--- config.mk ---
export PLATFORM = sky130hd
export DESIGN_NAME = fetch_stage
export DESIGN_NICKNAME = d
export VERILOG_FILES = /design/src/rtl/fetch_stage.sv
export SDC_FILE = /design/constraint.sdc
export NUM_CORES = 1
export LEC_CHECK = 0
export BUFFER_PORTS_ARGS = -buffer_cell sky130_fd_sc_hd__buf_2
export CORE_ASPECT_RATIO = 0.5
export CORE_MARGIN = 2
export CORE_UTILIZATION = 48
export DETAILED_ROUTE_END_ITERATION = 16
export PLACE_DENSITY_LB_ADDON = 0.2
export SETUP_SLACK_MARGIN = 0.5
export SKIP_CTS_REPAIR_TIMING = 1
export SLEW_MARGIN = 30
export SYNTH_ARGS = -nofsm -noshare
export SYNTH_HDL_FRONTEND = slang
export SYNTH_SLANG_ARGS = --single-unit
--- constraint.sdc ---
create_clock -name clk -period 1.8 [get_ports clk]
set_input_delay 0.09 -clock clk [delete_from_list [all_inputs] [get_ports clk]]
set_output_delay 0.09 -clock clk [all_outputs]
set_load 0.02 [all_outputs]
--- src/rtl/fetch_stage.sv ---
// rtl/fetch_stage.sv - instruction fetch stage: PC, imem address, IF/ID buffer
// Optional FETCH_PERF_EN adds saturating fetchCount/stallCount outputs.
module fetch_stage #(
    parameter int          SIZE     = 16,
    parameter logic [15:0] RESET_PC = 16'h0000,
    parameter int          PC_INC   = 2,
    parameter logic [15:0] NOP      = 16'h0000,
    parameter logic [3:0]  HALT_OP  = 4'b1111
) (
    input  logic            clk,
    input  logic            rst,
    input  logic            pcWrite,
    input  logic            fetchWrite,
    input  logic            flush,
    input  logic            branchTaken,
    input  logic [SIZE-1:0] branchTarget,
    input  logic [SIZE-1:0] imemData,
    output logic [SIZE-1:0] imemAddr,
    output logic [SIZE-1:0] ifidInstr,
    output logic [SIZE-1:0] ifidPc,
    output logic            ifidValid,
`ifdef FETCH_PERF_EN
    output logic [SIZE-1:0] fetchCount,
    output logic [SIZE-1:0] stallCount,
`endif
    output logic            halted
);
    typedef enum logic [1:0] {FILL, RUN, HALT} state_t;

    state_t          state, state_nxt;
    logic [SIZE-1:0] pc, pc_nxt, pc_inc;
    logic [SIZE-1:0] instr_nxt, ifpc_nxt;
    logic            valid_nxt, halted_nxt;
    logic            fetch_inc, stall_inc;

    assign imemAddr = pc;
    assign pc_inc   = pc + SIZE'(PC_INC);

    always_ff @(posedge clk) begin
        if (rst) begin
            state     <= FILL;
            pc        <= SIZE'(RESET_PC);
            ifidInstr <= SIZE'(NOP);
            ifidPc    <= '0;
            ifidValid <= 1'b0;
            halted    <= 1'b0;
        end else begin
            state     <= state_nxt;
            pc        <= pc_nxt;
            ifidInstr <= instr_nxt;
            ifidPc    <= ifpc_nxt;
            ifidValid <= valid_nxt;
            halted    <= halted_nxt;
        end
    end

    always_comb begin
        state_nxt  = state;
        pc_nxt     = pc;
        instr_nxt  = ifidInstr;
        ifpc_nxt   = ifidPc;
        valid_nxt  = ifidValid;
        halted_nxt = 1'b0;
        fetch_inc  = 1'b0;
        stall_inc  = 1'b0;
        case (state)
            HALT: begin
                instr_nxt = SIZE'(NOP);
                valid_nxt = 1'b0;
                if (branchTaken) begin
                    pc_nxt    = branchTarget;
                    state_nxt = RUN;
                end else begin
                    halted_nxt = 1'b1;
                end
            end
            default: begin
                state_nxt = RUN;
                stall_inc = (state == RUN) && pcWrite && !branchTaken;
                if (branchTaken) begin
                    pc_nxt    = branchTarget;
                    instr_nxt = SIZE'(NOP);
                    valid_nxt = 1'b0;
                end else if (flush) begin
                    instr_nxt = SIZE'(NOP);
                    valid_nxt = 1'b0;
                    if (!pcWrite) pc_nxt = pc_inc;
                end else if (pcWrite || fetchWrite) begin
                    // Holds are independent; a partial hold is not a plain capture, so no halt check.
                    if (!pcWrite) pc_nxt = pc_inc;
                    if (!fetchWrite) begin
                        instr_nxt = imemData;
                        ifpc_nxt  = pc;
                        valid_nxt = 1'b1;
                    end
                end else begin
                    instr_nxt = imemData;
                    ifpc_nxt  = pc;
                    valid_nxt = 1'b1;
                    pc_nxt    = pc_inc;
                    fetch_inc = 1'b1;
                    if (imemData[SIZE-1 -: 4] == HALT_OP) begin
                        state_nxt  = HALT;
                        halted_nxt = 1'b1;
                    end
                end
            end
        endcase
    end

`ifdef FETCH_PERF_EN
    always_ff @(posedge clk) begin
        if (rst) begin
            fetchCount <= '0;
            stallCount <= '0;
        end else begin
            if (fetch_inc && !(&fetchCount)) fetchCount <= fetchCount + 1'b1;
            if (stall_inc && !(&stallCount)) stallCount <= stallCount + 1'b1;
        end
    end
`else
    logic unused_perf;
    assign unused_perf = fetch_inc ^ stall_inc;
`endif
endmodule

==> metrics.md <==
| Metric | Value |
|---|---|
| Run status | `complete, no violations` |
| Hold depth | `3` |
| Num ports | `88` |
| Vias per cell | `5.19` |
| WP data arrival | `1.59 ns` |
| Chip height | `51.9 um` |
| Power per cell area | `710 nW/um2` |
| Setup violation total in the final timing report | `0` |
| Fraction of power consumed by the clock network | `29.2%` |
| Met1 GRT Util | `26.1%` |
| CTS clock-pin slew for the worst setup and hold paths | `0.09 ns` |
| Post-route standard cell area excluding fillers | `3090 um2` |
| Post-Synthesis Net Count | `277` |
| FF-to-FF path depth | `5` |
| Met3 GRT Util | `6.59%` |
| Layout cells sized above 1 | `44.0%` |
| Leakage dissipation | `1.35 nW` |
| Total via count after detailed routing | `2057` |
| Final period demand of the worst path | `1.41 ns` |
| Worst Hold Class | `primary input to flip-flop` |
| Post-Place Worst Slack | `0.340 ns` |
| # port buffers | `87` |
| Sequential cell area | `1080 um2` |
| CP endpoint kind | `flip-flop` |
| Slew at the pin closest to its max-slew limit | `0.466 ns` |
| Antenna diode instance count | `0` |
| Critical-path maximum fanout | `16` |
| H-Tree Depth | `2` |
| Starting DRT DRC Count | `76` |
| Main area contributors after synthesis | `sky130_fd_sc_hd__dfxtp_1 (47%), sky130_fd_sc_hd__mux2i_1 (7.7%), sky130_fd_sc_hd__nand2_1 (6.3%)` |
| RSZ-0062 raised after global routing | `yes` |
| Slew Limit Headroom | `68.9%` |
| Area of the multi-input gates | `1220 um2` |
| Clk sink count | `52` |
| Net Switching | `0.592 mW` |
| Global router's overall resource usage | `20.6%` |
| Most common flop cell mapped by yosys | `sky130_fd_sc_hd__dfxtp_1` |
| Fraction of synthesized cell area taken by the top area cell type | `47.3%` |
| Sequential fraction of design power | `56.5%` |
| First-pass GRT wire length | `8290 um` |
| Required time of the worst setup path | `1.98 ns` |
| Std-Cell Rows | `17` |
| Total Nets Final | `377` |
| Initial Utilization | `50.0%` |
| Placed standard-cell area | `2790 um2` |
| CTS root buffer | `sky130_fd_sc_hd__clkbuf_8` |
| Average footprint of a synthesized cell | `9.25 um2` |
| Total gr overflow | `0` |
| Setup total negative slack | `0 ns` |
| Global-route layer with the greatest usage | `met2` |
| Post-synthesis cell area | `2200 um2` |
| Ranking of synthesized cells by instance count | `sky130_fd_sc_hd__dfxtp_1 (52), sky130_fd_sc_hd__nand2_1 (37), sky130_fd_sc_hd__nor2_1 (30), sky130_fd_sc_hd__a21oi_1 (18), sky130_fd_sc_hd__mux2i_1 (17)` |
| Pwr Total | `2.19 mW` |
| Antenna violations before repair | `0` |
| Fin. max-slew vios | `0` |
| Gate count of the mapped netlist | `238` |
| Buffer levels on the longest clock path | `2` |
| Area added between synthesis and finish | `40.3%` |
| Vias in the first global route | `1804` |
| Int Pwr | `1.60 mW` |
| Maximum vdd ir drop | `482 uV` |
| Type of the worst setup path | `flip-flop to flip-flop` |
| Total DRC errors in the routed layout | `0` |
| #FFs+latches synth | `52` |
| FFs w/ async S/R, synth | `0%` |
| CTS Buf Count | `5` |
| Biggest area consumer among synthesized cells | `sky130_fd_sc_hd__dfxtp_1` |
| Final cell count without fillers | `396` |
| Proportion of synthesized chip area in sequential cells | `47.3%` |
| R2R Setup Slk | `0.39 ns` |
| 1st-pass router iterations | `4` |
| Synth warn | `0` |
| Worst clock skew | `0.00827 ns` |
| Met2 GRT Util | `34.7%` |
| Clock tree from TritonCTS | `done` |
| Latest clock arrival within the worst-skew pair | `0.30 ns` |
| Number of hold-slack violations in the final timing report | `0` |
| Highest Clock Rate | `708 MHz` |
| Die X | `99.8 um` |
| Largest net degree at the start of global routing | `37` |
| Critical Path Start Type | `flip-flop` |
| Final estimated routing congestion in global placement | `0.794` |
| Area of the die | `5180 um2` |
| Filler Cell Count | `365` |
| Total half-perimeter wirelength after legalization and detailed placement | `3650 um` |
| Cell count after placement | `370` |
| Crit path setup slack, layout | `0.387 ns` |
| Remaining number of nets flagged by the antenna check after routing | `0` |
| Number of enable flip-flop cells after synthesis | `0` |
| Fraction of power consumed by combinational cells | `14.4%` |
| Wire length after detailed routing | `5380 um` |
| Number of violations of the max-capacitance limit | `0` |
| Switching fraction of total power | `27.0%` |
| Wire length per cell | `13.6 um` |
| Fraction of the cycle the final worst path needs | `78.5%` |
| Number of unique standard cell types used by synthesis | `39` |
| Library cell with the highest instance count after synthesis | `sky130_fd_sc_hd__dfxtp_1` |
| Core Area | `4400 um2` |
[cells by family after synthesis]
group,after synthesis,share of synthesized area [%]
simple gates,97,23.6
flops,52,47.3
compound gates,39,11.4
buf+inv,19,4.26
mux,17,7.73
xor+xnor,13,5.17
fa+ha+maj,1,0.568
[final cells by class]
cell class	instances	area share, %
multi-input combinational	167	39.5
sequential	52	35.0
timing repair buffer	109	20.2
clock buffer	7	2.47
tap	57	2.31
inverter	3	0.365
clock inverter	1	0.162
[flip-flops by register name, summed over array words and instances (netlist names)]
name,flops
ifidPc,16
state,2
ifidInstr,16
halted,1
imemAddr,16
ifidValid,1
[worst max-delay path: stages (launching register included)]
cell and delay (ns):
sky130_fd_sc_hd__dfxtp_1 0.31, sky130_fd_sc_hd__nor2b_4 0.13, sky130_fd_sc_hd__or4_4 0.50, sky130_fd_sc_hd__buf_4 0.22
sky130_fd_sc_hd__nand2_1 0.08, sky130_fd_sc_hd__a21oi_1 0.06
[per-stage QoR]
| step | utilization [%] | hold slack [ns] |
|---|---|---|
| final | 70.2 | 0.0207 |
| after CTS | 65.3 | 0.0144 |
| after global routing | 70.2 | 0.0200 |
| after floorplan | - | 0.234 |
| after detailed placement | 63.4 | 0.331 |
| after global placement | 63.4 | 0.319 |
[routing by layer]
layer	wire length, um	up-vias
met5	0	-
met4	25	0
li1	-	1023
met2	2510	84
met1	2390	945
met3	456	5
[final timing paths]
check,start,end
max,state[1],ifidPc[2]
min,imemData[3],ifidInstr[3]
max reg2reg,state[1],ifidPc[2]
min reg2reg,ifidPc[8],ifidPc[8]
[power groups by stage]
| stage | clock network, mW | logic [mW] | registers (mW) |
|---|---|---|---|
| floorplan | 0 | 0.145 | 1.31 |
| global placement | 0 | 0.285 | 1.27 |
| detailed placement | 0 | 0.290 | 1.27 |
| CTS | 0.657 | 0.291 | 1.24 |
| global route | 0.704 | 0.344 | 1.24 |
| finish | 0.640 | 0.315 | 1.24 |
[cells in the final DEF (no fill, tap or decap), drive strengths merged, types with 7 or more instances in the layout]
master / n
buf: 109
mux2i: 17
nor2: 30
clkbuf: 7
a21oi: 18
dfxtp: 52
nor4: 7
nand2: 37
a211oi: 9
xnor2: 13
Note: power is estimated with default switching activity, not from simulation.
